[src/rtl/img_rsz_blk_compute_pkg.sv]
// ImgRszPkg: resized-image geometry and compute-stage state encoding.
`default_nettype none
package ImgRszPkg;
  localparam int RSZ_IMG_WIDTH_SIZE   = 4;
  localparam int RSZ_IMG_HEIGHT_SIZE  = 3;
  localparam int RSZ_IMG_WIDTH_IDX_W  = $clog2(RSZ_IMG_WIDTH_SIZE);
  localparam int RSZ_IMG_HEIGHT_IDX_W = $clog2(RSZ_IMG_HEIGHT_SIZE);
  localparam int RSZ_PXL_NUM          = RSZ_IMG_WIDTH_SIZE * RSZ_IMG_HEIGHT_SIZE;
  localparam int RSZ_PXL_CNT_W        = $clog2(RSZ_PXL_NUM);

  typedef enum logic [1:0] {
    RSZ_COMP_IDLE    = 2'd0,
    RSZ_COMP_RD_WAIT = 2'd1,
    RSZ_COMP_CALC    = 2'd2,
    RSZ_COMP_OUT     = 2'd3
  } RszCompSt_t;
endpackage
`default_nettype wire

[src/rtl/img_rsz_blk_compute_avg.sv]
// img_rsz_blk_avg: block sum -> averaged pixel (shift, saturate).
// Define RSZ_COMP_ROUND_EN for round-half-up instead of truncation.
`default_nettype none
module img_rsz_blk_avg #(
  parameter int PXL_W       = 8,
  parameter int BLK_PXL_NUM = 4,
  parameter int ACC_W       = 10
) (
  input  logic [ACC_W-1:0] i_sum,
  output logic [PXL_W-1:0] o_pxl
);
  localparam int SHIFT = $clog2(BLK_PXL_NUM);

  // One spare bit so the rounding offset cannot wrap a full-scale sum.
  logic [ACC_W:0] w_sum_ext;
  logic [ACC_W:0] w_shifted;

`ifdef RSZ_COMP_ROUND_EN
  assign w_sum_ext = {1'b0, i_sum} + (ACC_W+1)'(BLK_PXL_NUM / 2);
`else
  assign w_sum_ext = {1'b0, i_sum};
`endif

  assign w_shifted = w_sum_ext >> SHIFT;

  always_comb begin
    o_pxl = w_shifted[PXL_W-1:0];
    if (w_shifted > (ACC_W+1)'((1 << PXL_W) - 1)) begin
      o_pxl = '1;
    end
  end
endmodule
`default_nettype wire

[src/rtl/img_rsz_blk_compute.sv]
// img_rsz_blk_compute: per-block read of accumulated sum, average, emit resized pixel.
// Optional rounding enabled by macro RSZ_COMP_ROUND_EN.
`default_nettype none
module img_rsz_blk_compute
  import ImgRszPkg::*;
#(
  parameter int PXL_W       = 8,
  parameter int BLK_PXL_NUM = 4,
  parameter int ACC_W       = 10
) (
  input  logic                            Clk,
  input  logic                            Reset,
  input  logic [RSZ_IMG_WIDTH_IDX_W-1:0]  CompBlkXIdx,
  input  logic [RSZ_IMG_HEIGHT_IDX_W-1:0] CompBlkYIdx,
  input  logic                            CompBlkVld,
  output logic                            CompBlkRdy,
  output logic                            AccRdEn,
  output logic [RSZ_IMG_WIDTH_IDX_W-1:0]  AccRdXIdx,
  output logic [RSZ_IMG_HEIGHT_IDX_W-1:0] AccRdYIdx,
  input  logic [ACC_W-1:0]                AccRdData,
  output logic [PXL_W-1:0]                RszPxlData,
  output logic [RSZ_IMG_WIDTH_IDX_W-1:0]  RszPxlXIdx,
  output logic [RSZ_IMG_HEIGHT_IDX_W-1:0] RszPxlYIdx,
  output logic                            RszPxlVld,
  input  logic                            RszPxlRdy,
  output logic                            RszFrmDone
);
  RszCompSt_t                      r_st;
  RszCompSt_t                      w_st_nxt;
  logic [RSZ_IMG_WIDTH_IDX_W-1:0]  r_x;
  logic [RSZ_IMG_HEIGHT_IDX_W-1:0] r_y;
  logic [ACC_W-1:0]                r_sum;
  logic [PXL_W-1:0]                r_pxl;
  logic [PXL_W-1:0]                w_avg;
  logic [RSZ_PXL_CNT_W-1:0]        r_cnt;
  logic                            w_req_hs;
  logic                            w_out_hs;
  logic                            w_cnt_last;

  img_rsz_blk_avg #(
    .PXL_W       (PXL_W),
    .BLK_PXL_NUM (BLK_PXL_NUM),
    .ACC_W       (ACC_W)
  ) u_avg (
    .i_sum (r_sum),
    .o_pxl (w_avg)
  );

  always_ff @(posedge Clk) begin
    if (!Reset) begin
      r_st <= RSZ_COMP_IDLE;
    end else begin
      r_st <= w_st_nxt;
    end
  end

  always_comb begin
    w_st_nxt   = r_st;
    CompBlkRdy = 1'b0;
    RszPxlVld  = 1'b0;
    case (r_st)
      RSZ_COMP_IDLE: begin
        CompBlkRdy = 1'b1;
        if (CompBlkVld) w_st_nxt = RSZ_COMP_RD_WAIT;
      end
      RSZ_COMP_RD_WAIT: w_st_nxt = RSZ_COMP_CALC;
      RSZ_COMP_CALC:    w_st_nxt = RSZ_COMP_OUT;
      RSZ_COMP_OUT: begin
        RszPxlVld = 1'b1;
        if (RszPxlRdy) w_st_nxt = RSZ_COMP_IDLE;
      end
      default: w_st_nxt = RSZ_COMP_IDLE;
    endcase
  end

  assign w_req_hs   = CompBlkVld & CompBlkRdy;
  assign w_out_hs   = RszPxlVld & RszPxlRdy;
  assign w_cnt_last = (r_cnt == RSZ_PXL_CNT_W'(RSZ_PXL_NUM - 1));

  // Read address is forwarded in the handshake cycle so data lands in RD_WAIT.
  assign AccRdEn    = w_req_hs;
  assign AccRdXIdx  = w_req_hs ? CompBlkXIdx : '0;
  assign AccRdYIdx  = w_req_hs ? CompBlkYIdx : '0;
  assign RszPxlData = r_pxl;
  assign RszPxlXIdx = r_x;
  assign RszPxlYIdx = r_y;
  assign RszFrmDone = w_out_hs & w_cnt_last;

  always_ff @(posedge Clk) begin
    if (!Reset) begin
      r_x   <= '0;
      r_y   <= '0;
      r_sum <= '0;
      r_pxl <= '0;
      r_cnt <= '0;
    end else begin
      if (w_req_hs) begin
        r_x <= CompBlkXIdx;
        r_y <= CompBlkYIdx;
      end
      if (r_st == RSZ_COMP_RD_WAIT) r_sum <= AccRdData;
      if (r_st == RSZ_COMP_CALC)    r_pxl <= w_avg;
      if (w_out_hs) begin
        r_cnt <= w_cnt_last ? '0 : r_cnt + 1'b1;
      end
    end
  end
endmodule
`default_nettype wire

[config.mk]
export PLATFORM = sky130hd
export DESIGN_NAME = img_rsz_blk_compute
export DESIGN_NICKNAME = d
export VERILOG_FILES = /design/src/rtl/img_rsz_blk_compute_pkg.sv /design/src/rtl/img_rsz_blk_compute_avg.sv /design/src/rtl/img_rsz_blk_compute.sv
export SDC_FILE = /design/constraint.sdc
export NUM_CORES = 1
export LEC_CHECK = 0
export BUFFER_PORTS_ARGS = -buffer_cell sky130_fd_sc_hd__buf_2
export CAP_MARGIN = 20
export CORE_AREA = 2 2 86 47
export DETAILED_ROUTE_END_ITERATION = 8
export DIE_AREA = 0 0 88 49
export MAX_ROUTING_LAYER = met4
export PLACE_DENSITY = 0.55
export SYNTH_ARGS = -nofsm -noshare
export SYNTH_HDL_FRONTEND = slang
export SYNTH_HIERARCHICAL = 1
export SYNTH_SLANG_ARGS = --single-unit
[constraint.sdc]
create_clock -name Clk -period 3.37 [get_ports Clk]
set_input_delay 1.011 -clock Clk [delete_from_list [all_inputs] [get_ports Clk]]
set_output_delay 1.011 -clock Clk [all_outputs]
set_load 0.01 [all_outputs]
==> flow_metrics.env, run 1 <==
export IMPL_syn_to_final_growth_pct=19.8
export IMPL_nFillCells=375
export IMPL_yosysWarningCount=6
export IMPL_post_place_cells=195
export IMPL_portBuffers=35
export IMPL_grt_use_total_pct=11.4
export IMPL_routedWlPerCell_microns=11.1
export IMPL_cp_slowest_cell="nand2_1"
export IMPL_final_common_cell="buf_2"
export IMPL_worstSetupEndpointType="primary output"
export IMPL_crit_top_cell="buf_2"
export IMPL_core_area_sq_mm=0.00362
export IMPL_ant_nets=0
export IMPL_setup_tns_final_ns=0
export IMPL_gp_congestion=0.713
export IMPL_syn_avg_cell_area_sq_um=9.41
export IMPL_crit_fanout=6
export IMPL_cts_root_buffer="clkbuf_8"
export IMPL_hp_class="reg2reg"
export IMPL_first_pass_iters=3
export IMPL_cts_made_buffers=3
export IMPL_grt_overflow_total=0
export IMPL_crit_chain="buf_2 -> nand2_1 -> inv_1 -> buf_2"
export IMPL_critPathTopFamily="buffers and inverters"
export IMPL_initial_core_util_pct=30.6
export IMPL_rr_startpoint="r_st[0]"
export IMPL_synth_area_sq_mm=0.00111
export IMPL_cts_sinks=26
export IMPL_htree_levels=1
export IMPL_max_cap_violations=0
export IMPL_postLayoutCellArea_sq_mm=0.00133
export IMPL_vias=858
export IMPL_rsz0062_at_grt="false"
export IMPL_arrival_ns=1.47
export IMPL_ir_worst_vdd_v=0.000260
export IMPL_worstMarginPinSlew_ns=0.546
export IMPL_fmax_mhz=403
export IMPL_placed_area_sq_mm=0.00127
export IMPL_post_route_drc_count=0
export IMPL_grt_pass1_vias=771
export IMPL_setup_violations=0
export IMPL_drive_above_1_share_pct=28.3
export IMPL_routed_via_density=4.31
export IMPL_timing_final_crit_share_pct=73.6
export IMPL_ctsResizeCount=0
export IMPL_crit_type="in2out"
export IMPL_status="completed"
export IMPL_cts_buffer_depth=2
export IMPL_leakagePower_uw=0.000611
export IMPL_clkLatencyLatePin_ns=0.27
export IMPL_critPathLaunch="CompBlkVld"
export IMPL_final_cell_mix="buf_2, dfxtp_1, nor2_1"
export IMPL_drt_iter0_drc=16
export IMPL_grt_max_degree=26
export IMPL_die_area_sq_mm=0.00431
export IMPL_path_buf_inv=3
export IMPL_antenna_found_initial=0
export IMPL_row_count=16
export IMPL_critPathMaxStageDelay_ns=0.14
export IMPL_start_kind="input port"
export IMPL_diodes=0
export IMPL_fin_crit_ns=2.48
export IMPL_synth_nets=141
export IMPL_relSlewSlack_pct=63.6
export IMPL_grt_pass1_wl_microns=3650
export IMPL_synthCells=118
export IMPL_required_ns=2.36
export IMPL_finalWorstSetupSlack_ns=0.888
export IMPL_die_h_microns=49
export IMPL_fin_skew_ns=0.00312
export IMPL_finalNonFillerCells=199
export IMPL_cts_setup_buffers=0
export IMPL_cellPowerDensity_mw_per_mm2=695
export IMPL_cts_hold_fix_buffers=0
export IMPL_boundaryPins=38
export IMPL_fin_nets=169
export IMPL_cts_tree="built"
export IMPL_clkSlewWorstSetupHoldPaths_ns=0.09
export IMPL_die_w_microns=88
export IMPL_hold_viol=0
export IMPL_drv_slew=0
export IMPL_drt_wl_total_microns=2210
export IMPL_post_place_ws_ns=0.883
export IMPL_dp_hpwl_microns=1660
export IMPL_hold_start="r_cnt[1]"
==> layout make-up <==
cell class	count	area (sq um)	area share, %
sequential	26	520	39.1
multi-input combinational	76	497	37.3
timing repair buffer	35	175	13.2
tap	54	67.6	5.08
clock buffer	4	55.1	4.14
inverter	4	15.0	1.13
==> registers in the layout, summed over array words and instances, names as in the netlist <==
signal	count
r_sum	8
r_cnt	4
RszPxlYIdx	2
r_st	2
RszPxlData	8
RszPxlXIdx	2
==> power by group <==
| part | internal (uW) | total [uW] | switching [uW] |
|---|---|---|---|
| registers | 361 | 396 | 34.9 |
| logic | 151 | 329 | 178 |
| clock network | 104 | 200 | 95.5 |
==> tightest hold or removal path: cells and delay by family, from the launching register on <==
kind / cells / cell delay [ns]
DFF: 1 / 0.33
AOI/OAI and AO/OA: 1 / 0.06
and+or+nand+nor: 1 / 0.06
==> path summary, 6_finish.rpt <==
path	endpoint	slack, ns	depth (start not counted)
worst max-delay path	AccRdEn	0.89	4
worst max register to register	r_st[1]	1.90	5
worst min-delay path	r_cnt[1]	0.49	2
worst min register to register	r_cnt[1]	0.49	2
==> per-layer routing <==
layer	vias up	global-route usage (%)	part of all wire, %
met1	385	15.2	53
met4	0	2.31	0.68
met2	26	16.3	40
met5	-	-	0
met3	4	4.57	6.4
li1	443	-	-
==> metrics by stage <==
stage / hold WS (ns) / util [%] / total power [uW]
4_1_cts: 0.498 / 36.7 / 940
3_3_place_gp: 0.466 / 35.2 / 722
6_report: 0.494 / 36.7 / 925
3_5_place_dp: 0.482 / 35.2 / 736
5_1_grt: 0.515 / 36.7 / 991
2_1_floorplan: 0.454 / - / 666
No activity file was read; power rests on OpenSTA's default activity.
==> inputs of run 2 (changes only) <==
ABC_AREA = 1   (was unset)
PLACE_DENSITY = 0.56   (was 0.55)
clock period = 2.6 ns   (was 3.37 ns; I/O delays follow)
==> flow_metrics.env, run 2 <==
export IMPL_routed_via_density=4.03
export IMPL_multi_input_area_sq_um=463
export IMPL_setup_violations=0
export IMPL_crit_type="reg2out"
export IMPL_htree_levels=1
export IMPL_crit_top_cell="inv_1"
export IMPL_grt_use_total_pct=11.2
export IMPL_clkLatencyLatePin_ns=0.27
export IMPL_fin_skew_ns=0.00611
export IMPL_cellPowerDensity_mw_per_mm2=985
export IMPL_first_pass_iters=6
export IMPL_synth_nets=175
export IMPL_leakagePower_uw=0.000710
export IMPL_post_place_ws_ns=0.511
export IMPL_fin_crit_ns=2.22
export IMPL_vias=940
export IMPL_cts_buffer_depth=2
export IMPL_cts_sinks=26
export IMPL_die_h_microns=49
export IMPL_cp_slowest_cell="dfxtp_1"
export IMPL_critPathMaxStageDelay_ns=0.37
export IMPL_drv_slew=0
export IMPL_regArea_sq_um=520
export IMPL_syn_avg_cell_area_sq_um=7.43
export IMPL_timing_final_crit_share_pct=85.3
export IMPL_drt_wl_total_microns=2230
export IMPL_drt_iter0_drc=34
export IMPL_cts_made_buffers=3
export IMPL_antenna_found_initial=0
export IMPL_initial_core_util_pct=31.2
export IMPL_drive_above_1_share_pct=25.1
export IMPL_diodes=0
export IMPL_finalWorstSetupSlack_ns=0.382
export IMPL_crit_chain="inv_1 -> ha_1 -> nand2_2 -> inv_2 -> nand2_1 -> inv_1 -> buf_2"
export IMPL_syn_to_final_growth_pct=18.7
export IMPL_boundaryPins=38
export IMPL_grt_pass1_wl_microns=3590
export IMPL_relSlewSlack_pct=77.1
export IMPL_rsz0062_at_grt="false"
export IMPL_start_kind="flip-flop"
export IMPL_max_cap_violations=0
export IMPL_synthCells=152
export IMPL_routedWlPerCell_microns=9.59
export IMPL_worstMarginPinSlew_ns=0.344
export IMPL_final_common_cell="nor2_1"
export IMPL_core_area_sq_mm=0.00362
export IMPL_nFillCells=387
export IMPL_ctsResizeCount=0
export IMPL_yosysWarningCount=6
export IMPL_gp_congestion=0.762
export IMPL_worstSetupEndpointType="primary output"
export IMPL_arrival_ns=1.44
export IMPL_status="completed"
export IMPL_die_w_microns=88
export IMPL_post_route_drc_count=0
export IMPL_grt_overflow_total=0
export IMPL_hp_class="reg2reg"
export IMPL_hold_viol=0
export IMPL_setup_tns_final_ns=0
export IMPL_row_count=16
export IMPL_dp_hpwl_microns=1680
export IMPL_fmax_mhz=451
export IMPL_cts_root_buffer="clkbuf_8"
export IMPL_ir_worst_vdd_v=0.000291
export IMPL_required_ns=1.82
export IMPL_ant_nets=0
export IMPL_grt_pass1_vias=821
export IMPL_grt_max_degree=21
export IMPL_fin_nets=203
export IMPL_final_cell_mix="nor2_1, buf_2, dfxtp_1"
export IMPL_portBuffers=35
export IMPL_cts_setup_buffers=0
export IMPL_cts_hold_fix_buffers=0
export IMPL_synth_area_sq_mm=0.00113
export IMPL_cts_tree="built"
export IMPL_clkSlewWorstSetupHoldPaths_ns=0.09
export IMPL_die_area_sq_mm=0.00431
export IMPL_crit_fanout=5
run 2: critical path, delay by kind of cell, from the launching register on:
kind	cells	cell delay (ns)
buffers and inverters	4	0.33
and+or+nand+nor	2	0.22
DFF	1	0.37
adders and majority gates	1	0.25
run 2: cell type report:
class / count / area share (%)
Tap cell: 54 / 5.04
Inverter: 16 / 4.48
Sequential cell: 26 / 38.8
Timing Repair Buffer: 35 / 13.1
Multi-Input combinational cell: 98 / 34.5
Clock buffer: 4 / 4.10
run 2: report_power, final:
| group | leakage (uW) | internal [uW] | switching, uW |
|---|---|---|---|
| combinational | 0.000468 | 177 | 295 |
| sequential | 0.000213 | 527 | 65.0 |
| clock | 0.0000288 | 135 | 122 |
| total | 0.000710 | 840 | 481 |
run 2: final timing paths:
path                 startpoint             to  slack, ns  cells past startpoint
setup / recovery        r_st[0]   AccRdXIdx[0]       0.38                      7
hold / removal    RszPxlYIdx[0]  RszPxlYIdx[0]       0.47                      2
setup reg to reg        r_st[1]       r_sum[3]       1.24                      5
hold reg to reg   RszPxlYIdx[0]  RszPxlYIdx[0]       0.47                      2
run 2: routing by layer:
metal / GRT usage (%) / vias up / wire length (microns)
li1: - / 517 / -
met1: 15.9 / 393 / 1260
met2: 14.3 / 30 / 841
met3: 4.74 / 0 / 134
met4: 3.08 / 0 / 0
met5: - / - / 0
run 2: per-stage QoR:
stage                     area (sq um)  std cells  total power (uW)  hold WS (ns)  utilization (%)
after CTS                         1340        233              1340         0.473             37.0
final                             1340        233              1320         0.468             37.0
after global routing              1340        233              1440         0.508             37.0
after global placement            1290        229              1080         0.451             35.5
after floorplan                   1130        152               991         0.464                -
after detailed placement          1290        229              1080         0.459             35.5
